===== src/rtl/cell_pixel_streamer_if.sv =====
// Pixel-source bundle: cell RAM read port plus the valid/ready pixel stream and frame markers.
interface cell_pixel_streamer_if #(
    parameter int AW = 13
);
    logic [AW-1:0] cell_addr;
    logic          cell_rd;
    logic          cell_rdata;
    logic          pixel_tvalid;
    logic          pixel_tready;
    logic [11:0]   pixel_tdata;
    logic          frame_start;
    logic          frame_done;

    modport master (
        output cell_addr, cell_rd, pixel_tvalid, pixel_tdata, frame_start, frame_done,
        input  cell_rdata, pixel_tready
    );

    modport slave (
        input  cell_addr, cell_rd, pixel_tvalid, pixel_tdata, frame_start, frame_done,
        output cell_rdata, pixel_tready
    );
endinterface


===== src/rtl/cell_pixel_streamer.sv =====
// Walks the Conway cell bitmap in raster order, scales each cell to a square pixel block and
// streams one 12-bit colour per valid/ready transfer through a 2-entry skid buffer.
module cell_pixel_streamer #(
    parameter int          H_ACTIVE    = 640,
    parameter int          V_ACTIVE    = 480,
    parameter int          CELL_SHIFT  = 3,
    parameter logic [11:0] ALIVE_COLOR = 12'hFFF,
    parameter logic [11:0] DEAD_COLOR  = 12'h000
) (
    input  logic                  clk,
    input  logic                  reset,
    cell_pixel_streamer_if.master bus
);
    localparam int GRID_W = H_ACTIVE >> CELL_SHIFT;
    localparam int GRID_H = V_ACTIVE >> CELL_SHIFT;
    localparam int AW     = $clog2(GRID_W * GRID_H);
    localparam int XW     = $clog2(H_ACTIVE);
    localparam int YW     = $clog2(V_ACTIVE);

    function automatic logic [11:0] cell_color(input logic alive);
        return alive ? ALIVE_COLOR : DEAD_COLOR;
    endfunction

    logic          run_q, run_d;
    logic [XW-1:0] x_q, x_d;
    logic [YW-1:0] y_q, y_d, y_inc;
    logic [AW-1:0] row_base_q, row_base_d;
    logic          rvld_q, rvld_d;
    logic          rsof_q, rsof_d, reof_q, reof_d;
    logic          head_vld_q, head_vld_d;
    logic [11:0]   head_data_q, head_data_d;
    logic          head_sof_q, head_sof_d, head_eof_q, head_eof_d;
    logic          skid_vld_q, skid_vld_d;
    logic [11:0]   skid_data_q, skid_data_d;
    logic          skid_sof_q, skid_sof_d, skid_eof_q, skid_eof_d;
    logic          frame_start_q, frame_start_d;
    logic          frame_done_q, frame_done_d;
    logic          rd, pop, x_last, y_last;
    logic [2:0]    slots_used;
    logic [11:0]   push_data;

    always_comb begin
        run_d        = 1'b1;
        pop          = head_vld_q && bus.pixel_tready;
        // Entries that will still occupy the buffer after this cycle's pop, counting the read
        // whose data returns now; issuing only below 2 keeps the skid buffer from overflowing.
        slots_used   = 3'(head_vld_q) + 3'(skid_vld_q) + 3'(rvld_q) - 3'(pop);
        rd           = run_q && (slots_used < 3'd2);
        x_last       = (x_q == XW'(H_ACTIVE - 1));
        y_last       = (y_q == YW'(V_ACTIVE - 1));
        y_inc        = y_q + 1'b1;
        x_d          = x_q;
        y_d          = y_q;
        row_base_d   = row_base_q;
        rvld_d       = rd;
        rsof_d       = rd && (x_q == '0) && (y_q == '0);
        reof_d       = rd && x_last && y_last;
        if (rd) begin
            if (!x_last) begin
                x_d = x_q + 1'b1;
            end else begin
                x_d = '0;
                if (y_last) begin
                    y_d        = '0;
                    row_base_d = '0;
                end else begin
                    y_d = y_inc;
                    if (y_inc[CELL_SHIFT-1:0] == '0) row_base_d = row_base_q + AW'(GRID_W);
                end
            end
        end

        // Return stage / skid buffer: head drives the output, skid catches a push under stall.
        push_data    = cell_color(bus.cell_rdata);
        head_vld_d   = head_vld_q;
        head_data_d  = head_data_q;
        head_sof_d   = head_sof_q;
        head_eof_d   = head_eof_q;
        skid_vld_d   = skid_vld_q;
        skid_data_d  = skid_data_q;
        skid_sof_d   = skid_sof_q;
        skid_eof_d   = skid_eof_q;
        if (!head_vld_q || pop) begin
            if (skid_vld_q) begin
                head_vld_d  = 1'b1;
                head_data_d = skid_data_q;
                head_sof_d  = skid_sof_q;
                head_eof_d  = skid_eof_q;
                skid_vld_d  = rvld_q;
                skid_data_d = push_data;
                skid_sof_d  = rsof_q;
                skid_eof_d  = reof_q;
            end else begin
                head_vld_d  = rvld_q;
                if (rvld_q) begin
                    head_data_d = push_data;
                    head_sof_d  = rsof_q;
                    head_eof_d  = reof_q;
                end
                skid_vld_d  = 1'b0;
            end
        end else if (rvld_q) begin
            skid_vld_d  = 1'b1;
            skid_data_d = push_data;
            skid_sof_d  = rsof_q;
            skid_eof_d  = reof_q;
        end

        frame_start_d = pop && head_sof_q;
        frame_done_d  = pop && head_eof_q;
    end

    // Fetch / return / output stage boundary (control state)
    always_ff @(posedge clk) begin
        if (reset) begin
            run_q         <= 1'b0;
            x_q           <= '0;
            y_q           <= '0;
            row_base_q    <= '0;
            rvld_q        <= 1'b0;
            head_vld_q    <= 1'b0;
            head_data_q   <= DEAD_COLOR;
            skid_vld_q    <= 1'b0;
            frame_start_q <= 1'b0;
            frame_done_q  <= 1'b0;
        end else begin
            run_q         <= run_d;
            x_q           <= x_d;
            y_q           <= y_d;
            row_base_q    <= row_base_d;
            rvld_q        <= rvld_d;
            head_vld_q    <= head_vld_d;
            head_data_q   <= head_data_d;
            skid_vld_q    <= skid_vld_d;
            frame_start_q <= frame_start_d;
            frame_done_q  <= frame_done_d;
        end
    end

    // Payload and tag registers, qualified by the valid flags above
    always_ff @(posedge clk) begin
        rsof_q      <= rsof_d;
        reof_q      <= reof_d;
        head_sof_q  <= head_sof_d;
        head_eof_q  <= head_eof_d;
        skid_data_q <= skid_data_d;
        skid_sof_q  <= skid_sof_d;
        skid_eof_q  <= skid_eof_d;
    end

    assign bus.cell_rd      = rd;
    assign bus.cell_addr    = row_base_q + AW'(x_q >> CELL_SHIFT);
    assign bus.pixel_tvalid = head_vld_q;
    assign bus.pixel_tdata  = head_data_q;
    assign bus.frame_start  = frame_start_q;
    assign bus.frame_done   = frame_done_q;
endmodule

===== src/flat_wrapper.sv =====
// flat-port wrapper written by rule: the top's interface ports become plain ports
module cell_pixel_streamer_flat 
#(
    parameter int          H_ACTIVE    = 640,
    parameter int          V_ACTIVE    = 480,
    parameter int          CELL_SHIFT  = 3,
    parameter logic [11:0] ALIVE_COLOR = 12'hFFF,
    parameter logic [11:0] DEAD_COLOR  = 12'h000
)
  (clk, reset, bus_cell_addr, bus_cell_rd, bus_pixel_tvalid, bus_pixel_tdata, bus_frame_start, bus_frame_done, bus_cell_rdata, bus_pixel_tready);
  cell_pixel_streamer_if bus_i ();
  input  logic clk;
  input  logic reset;
  output wire logic [$bits(bus_i.cell_addr)-1:0] bus_cell_addr;
  output wire logic [$bits(bus_i.cell_rd)-1:0] bus_cell_rd;
  output wire logic [$bits(bus_i.pixel_tvalid)-1:0] bus_pixel_tvalid;
  output wire logic [$bits(bus_i.pixel_tdata)-1:0] bus_pixel_tdata;
  output wire logic [$bits(bus_i.frame_start)-1:0] bus_frame_start;
  output wire logic [$bits(bus_i.frame_done)-1:0] bus_frame_done;
  input wire logic [$bits(bus_i.cell_rdata)-1:0] bus_cell_rdata;
  input wire logic [$bits(bus_i.pixel_tready)-1:0] bus_pixel_tready;
  assign bus_cell_addr = bus_i.cell_addr;
  assign bus_cell_rd = bus_i.cell_rd;
  assign bus_pixel_tvalid = bus_i.pixel_tvalid;
  assign bus_pixel_tdata = bus_i.pixel_tdata;
  assign bus_frame_start = bus_i.frame_start;
  assign bus_frame_done = bus_i.frame_done;
  assign bus_i.cell_rdata = bus_cell_rdata;
  assign bus_i.pixel_tready = bus_pixel_tready;
  cell_pixel_streamer #(.H_ACTIVE(H_ACTIVE), .V_ACTIVE(V_ACTIVE), .CELL_SHIFT(CELL_SHIFT), .ALIVE_COLOR(ALIVE_COLOR), .DEAD_COLOR(DEAD_COLOR)) u_core (.clk(clk), .reset(reset), .bus(bus_i));
endmodule

===== config.mk =====
export PLATFORM = sky130hd
export DESIGN_NAME = cell_pixel_streamer_flat
export DESIGN_NICKNAME = d
export VERILOG_FILES = /design/src/rtl/cell_pixel_streamer_if.sv /design/src/rtl/cell_pixel_streamer.sv /design/src/flat_wrapper.sv
export SDC_FILE = /design/constraint.sdc
export NUM_CORES = 1
export LEC_CHECK = 0
export BUFFER_PORTS_ARGS = -buffer_cell sky130_fd_sc_hd__buf_2
export CORE_ASPECT_RATIO = 1.1
export CORE_UTILIZATION = 51
export CTS_BUF_LIST = sky130_fd_sc_hd__clkbuf_8 sky130_fd_sc_hd__clkbuf_16
export DETAILED_ROUTE_END_ITERATION = 10
export PLACE_DENSITY = 0.83
export SLEW_MARGIN = 10
export SYNTH_ARGS = -nofsm -noshare
export SYNTH_HDL_FRONTEND = slang
export SYNTH_SLANG_ARGS = --single-unit

===== constraint.sdc =====
create_clock -name clk -period 2.4 [get_ports clk]
set_input_delay 0.48 -clock clk [delete_from_list [all_inputs] [get_ports clk]]
set_output_delay 0.48 -clock clk [all_outputs]
set_load 0.1 [all_outputs]

==> results.json <==
{
  "status": "finished with violations",
  "failed_checks": "negative setup slack",
  "syn-cell-area_um2": 2380,
  "slowest_delay_ns": 0.58,
  "hold_viol": 0,
  "htreeDepth": 2,
  "p_leak_nw": 1.33,
  "relSlewSlack_pct": 67.3,
  "synth.distinct_cells": 53,
  "dp_hpwl_um": 3710,
  "arrival_ns": 2.09,
  "clk_latency_ns": 0.30,
  "antenna_found_initial": 0,
  "fin_util_pct": 72.8,
  "power_density_nw_per_um2": 496,
  "min-delay-start": "bus_cell_rdata",
  "worstPathMaxFanout": 2,
  "period_minus_slack_ns": 2.57,
  "cp_num_buf_inv": 2,
  "initial_utilization_pct": 54.4,
  "synth_top_family_by_area": "simple AND/OR/NAND/NOR gates",
  "cts_buffer_depth": 2,
  "worstPathCellList": "inv_1 -> ha_4 -> nand2b_4 -> fa_2 -> nand2_4 -> nor2_4 -> buf_12",
  "synth_fa_ha_area_share_pct": 7.15,
  "grt_pass1_wl_um": 8880,
  "synth_simple_gate_area_share_pct": 25.0,
  "hold_depth": 1,
  "synth_xor_xnor_area_share_pct": 8.83,
  "grt_max_degree": 26,
  "rows": 25,
  "coreArea_um2": 4380,
  "drt_iter0_markers": 154,
  "routedWlPerCell_um": 15.4,
  "max_freq_mhz": 389,
  "rsz0062_at_grt": "yes",
  "cp_top_family": "adder cells",
  "clkSlewWorstSetupHoldPaths_ns": 0.08,
  "crit_path_end_kind": "output port",
  "nets": 330,
  "r2r-end": "u_core.row_base_q[12]$_SDFFE_PP0P_",
  "drc_errors": 0,
  "clock_skew_ns": 0.00588,
  "yosysSeqAreaShare_pct": 37.4,
  "synth_seq_cells": 42,
  "hold_buffers": 0,
  "ys_warn_count": 0,
  "grt_use_total_pct": 24.1,
  "synth_compound_area_share_pct": 11.2,
  "synth-main-ff-cell": "dfxtp_1",
  "synth_area_per_cell_um2": 8.79,
  "synthMuxAreaShare_pct": 1.79,
  "fin_crit_sh_pct": 107,
  "antenna_left": 0,
  "wl_um": 5670,
  "final-setup-viol-count": 8,
  "cts.sinks": 42,
  "hold_path.class": "in2reg",
  "fp.dieH_um": 73.7,
  "cts_inserted_buffers": 5,
  "die_x_um": 67.2,
  "hold_path_end": "u_core.skid_data_q[10]$_DFFE_PP_",
  "ir_worst_vdd_mv": 0.311,
  "cp-start-kind": "flip-flop",
  "r2r-start": "u_core.rvld_q$_SDFF_PP0_",
  "synth.net_count": 288,
  "vias_per_cell": 5.74,
  "syn_to_final_growth_pct": 33.9,
  "synth-edff-count": 5,
  "fillCellCount": 295,
  "layout_common_cells": "dfxtp_1 (31), nor2_1 (25), buf_2 (25), buf_4 (22)",
  "root_buffer": "clkbuf_8",
  "drv_slew": 0,
  "gp_congestion": 0.840,
  "vias": 2111,
  "cap_violations": 0,
  "io_pins": 33,
  "syn_inst": 271,
  "drive_above_1_share_pct": 39.8,
  "critPathRequiredTime_ns": 1.92,
  "firstDrtPassIters": 4,
  "cts_tree": "yes",
  "layout_setup_ws_ns": -0.170,
  "die_area_um2": 4950,
  "synth_async_sr_flop_share_pct": 0,
  "r2r_slack_ns": -0.13,
  "final_common_cell": "dfxtp_1",
  "rr_worst_depth": 11,
  "cpMaxStageDelayCell": "fa_2",
  "grt_overflow": 0,
  "max_slew.worst_pin.slew_ns": 0.485,
  "critPathKind": "reg2out",
  "grt_pass1_vias": 1939,
  "io_buffers": 32,
  "diodes": 0,
  "setup-tns-final_ns": -0.512
}
## power by group
group	switching (W)	internal, W	leakage, nW	total [W]
sequential	0.0000150	0.000726	0.347	0.000741
clock	0.000246	0.000306	0.0579	0.000552
combinational	0.000223	0.0000652	0.925	0.000288
## per-layer routing
| metal | share of wire, % | vias to the layer above | track usage (%) |
|---|---|---|---|
| li1 | - | 1009 | - |
| met1 | 43 | 1022 | 30.8 |
| met2 | 49 | 71 | 39.1 |
| met3 | 6.0 | 9 | 5.59 |
| met4 | 1.9 | 0 | 9.22 |
| met5 | 0 | - | 0 |
## flip-flops by register name, summed over array words and instances, names as in the netlist
signal	count
u_core.x_q	10
u_core.row_base_q	9
u_core.y_q	9
u_core.bus.frame_done	1
u_core.bus.frame_start	1
u_core.bus.pixel_tdata	1
u_core.bus.pixel_tvalid	1
u_core.head_eof_q	1
u_core.head_sof_q	1
u_core.reof_q	1
u_core.rsof_q	1
u_core.run_q	1
u_core.rvld_q	1
u_core.skid_data_q	1
u_core.skid_eof_q	1
u_core.skid_sof_q	1
u_core.skid_vld_q	1
## cells by family after synthesis
group | Yosys count
flops | 42
buf+inv | 34
compound gates | 47
xor+xnor | 24
mux | 4
other cells | 1
fa+ha+maj | 13
simple gates | 106
## through the flow
| stage | worst slack [ns] | power, W | std cells | instance area, µm² | hold slack (ns) |
|---|---|---|---|---|---|
| 3_5_place_dp | -0.281 | 0.00102 | 353 | 2850 | 0.423 |
| 4_1_cts | -0.118 | 0.00157 | 365 | 3050 | 0.375 |
| 3_3_place_gp | -0.254 | 0.00101 | 353 | 2850 | 0.418 |
| 2_1_floorplan | -0.531 | 0.000989 | 271 | 2540 | 0.404 |
| 6_report | -0.170 | 0.00158 | 368 | 3190 | 0.378 |
| 5_1_grt | -0.203 | 0.00164 | 368 | 3190 | 0.367 |
## final cells by class
cell class                      count  area, µm²  area share, %
Sequential cell                    42        901           28.3
Multi-Input combinational cell    195       1590           49.8
Timing Repair Buffer               59        487           15.3
Tap cell                           54       67.6           2.12
Inverter                           10       37.5           1.18
Clock buffer                        5       68.8           2.16
Clock inverter                      3       40.0           1.26
## Yosys cell counts, types with 2 or more instances
| master | n | area, µm² |
|---|---|---|
| edfxtp_1 | 5 | 150 |
| ha_1 | 12 | 150 |
| and3_2 | 2 | 15.0 |
| nand2b_1 | 6 | 37.5 |
| or4_1 | 2 | 15.0 |
| and3_1 | 6 | 37.5 |
| o21ai_1 | 9 | 45.0 |
| buf_4 | 14 | 105 |
| clkbuf_1 | 4 | 15.0 |
| mux2i_1 | 2 | 20.0 |
| xor2_1 | 13 | 114 |
| nor2_1 | 28 | 105 |
| dfxtp_1 | 37 | 741 |
| o21ai_0 | 3 | 15.0 |
| a21o_1 | 2 | 15.0 |
| a21oi_1 | 21 | 105 |
| and4_1 | 2 | 17.5 |
| xnor2_1 | 11 | 96.3 |
| nor3_1 | 5 | 25.0 |
| a22oi_1 | 2 | 15.0 |
| nand4_1 | 5 | 31.3 |
| nand3_1 | 8 | 40.0 |
| a31oi_1 | 5 | 31.3 |
| a211oi_1 | 2 | 15.0 |
| buf_2 | 3 | 15.0 |
| nand4b_1 | 2 | 17.5 |
| mux2_2 | 2 | 22.5 |
| nor4_1 | 5 | 31.3 |
| nand2_1 | 20 | 75.1 |
| inv_1 | 10 | 37.5 |
## worst max path at each step
stage	startpoint	to	slack, ns	depth (start not counted)
global route	u_core.rvld_q$_SDFF_PP0_	bus_cell_rd	-0.20	7
finish	u_core.rvld_q$_SDFF_PP0_	bus_cell_rd	-0.17	7
global placement	bus_pixel_tready	u_core.y_q[4]$_SDFFE_PP0P_	-0.25	12
CTS	u_core.bus.pixel_tvalid$_SDFFE_PP0N_	bus_cell_rd	-0.12	8
floorplan	u_core.bus.pixel_tvalid$_SDFFE_PP0N_	u_core.y_q[8]$_SDFFE_PP0P_	-0.53	10
detailed placement	bus_pixel_tready	u_core.y_q[4]$_SDFFE_PP0P_	-0.28	12
## timing repair
| action | in CTS | in global routing |
|---|---|---|
| setup endpoints to repair | 17 | 31 |
| resized for setup | 15 | 27 |
| setup buffers | 4 | 3 |
| pin swaps | 5 | 11 |
Power figures use the tool's default switching activity.
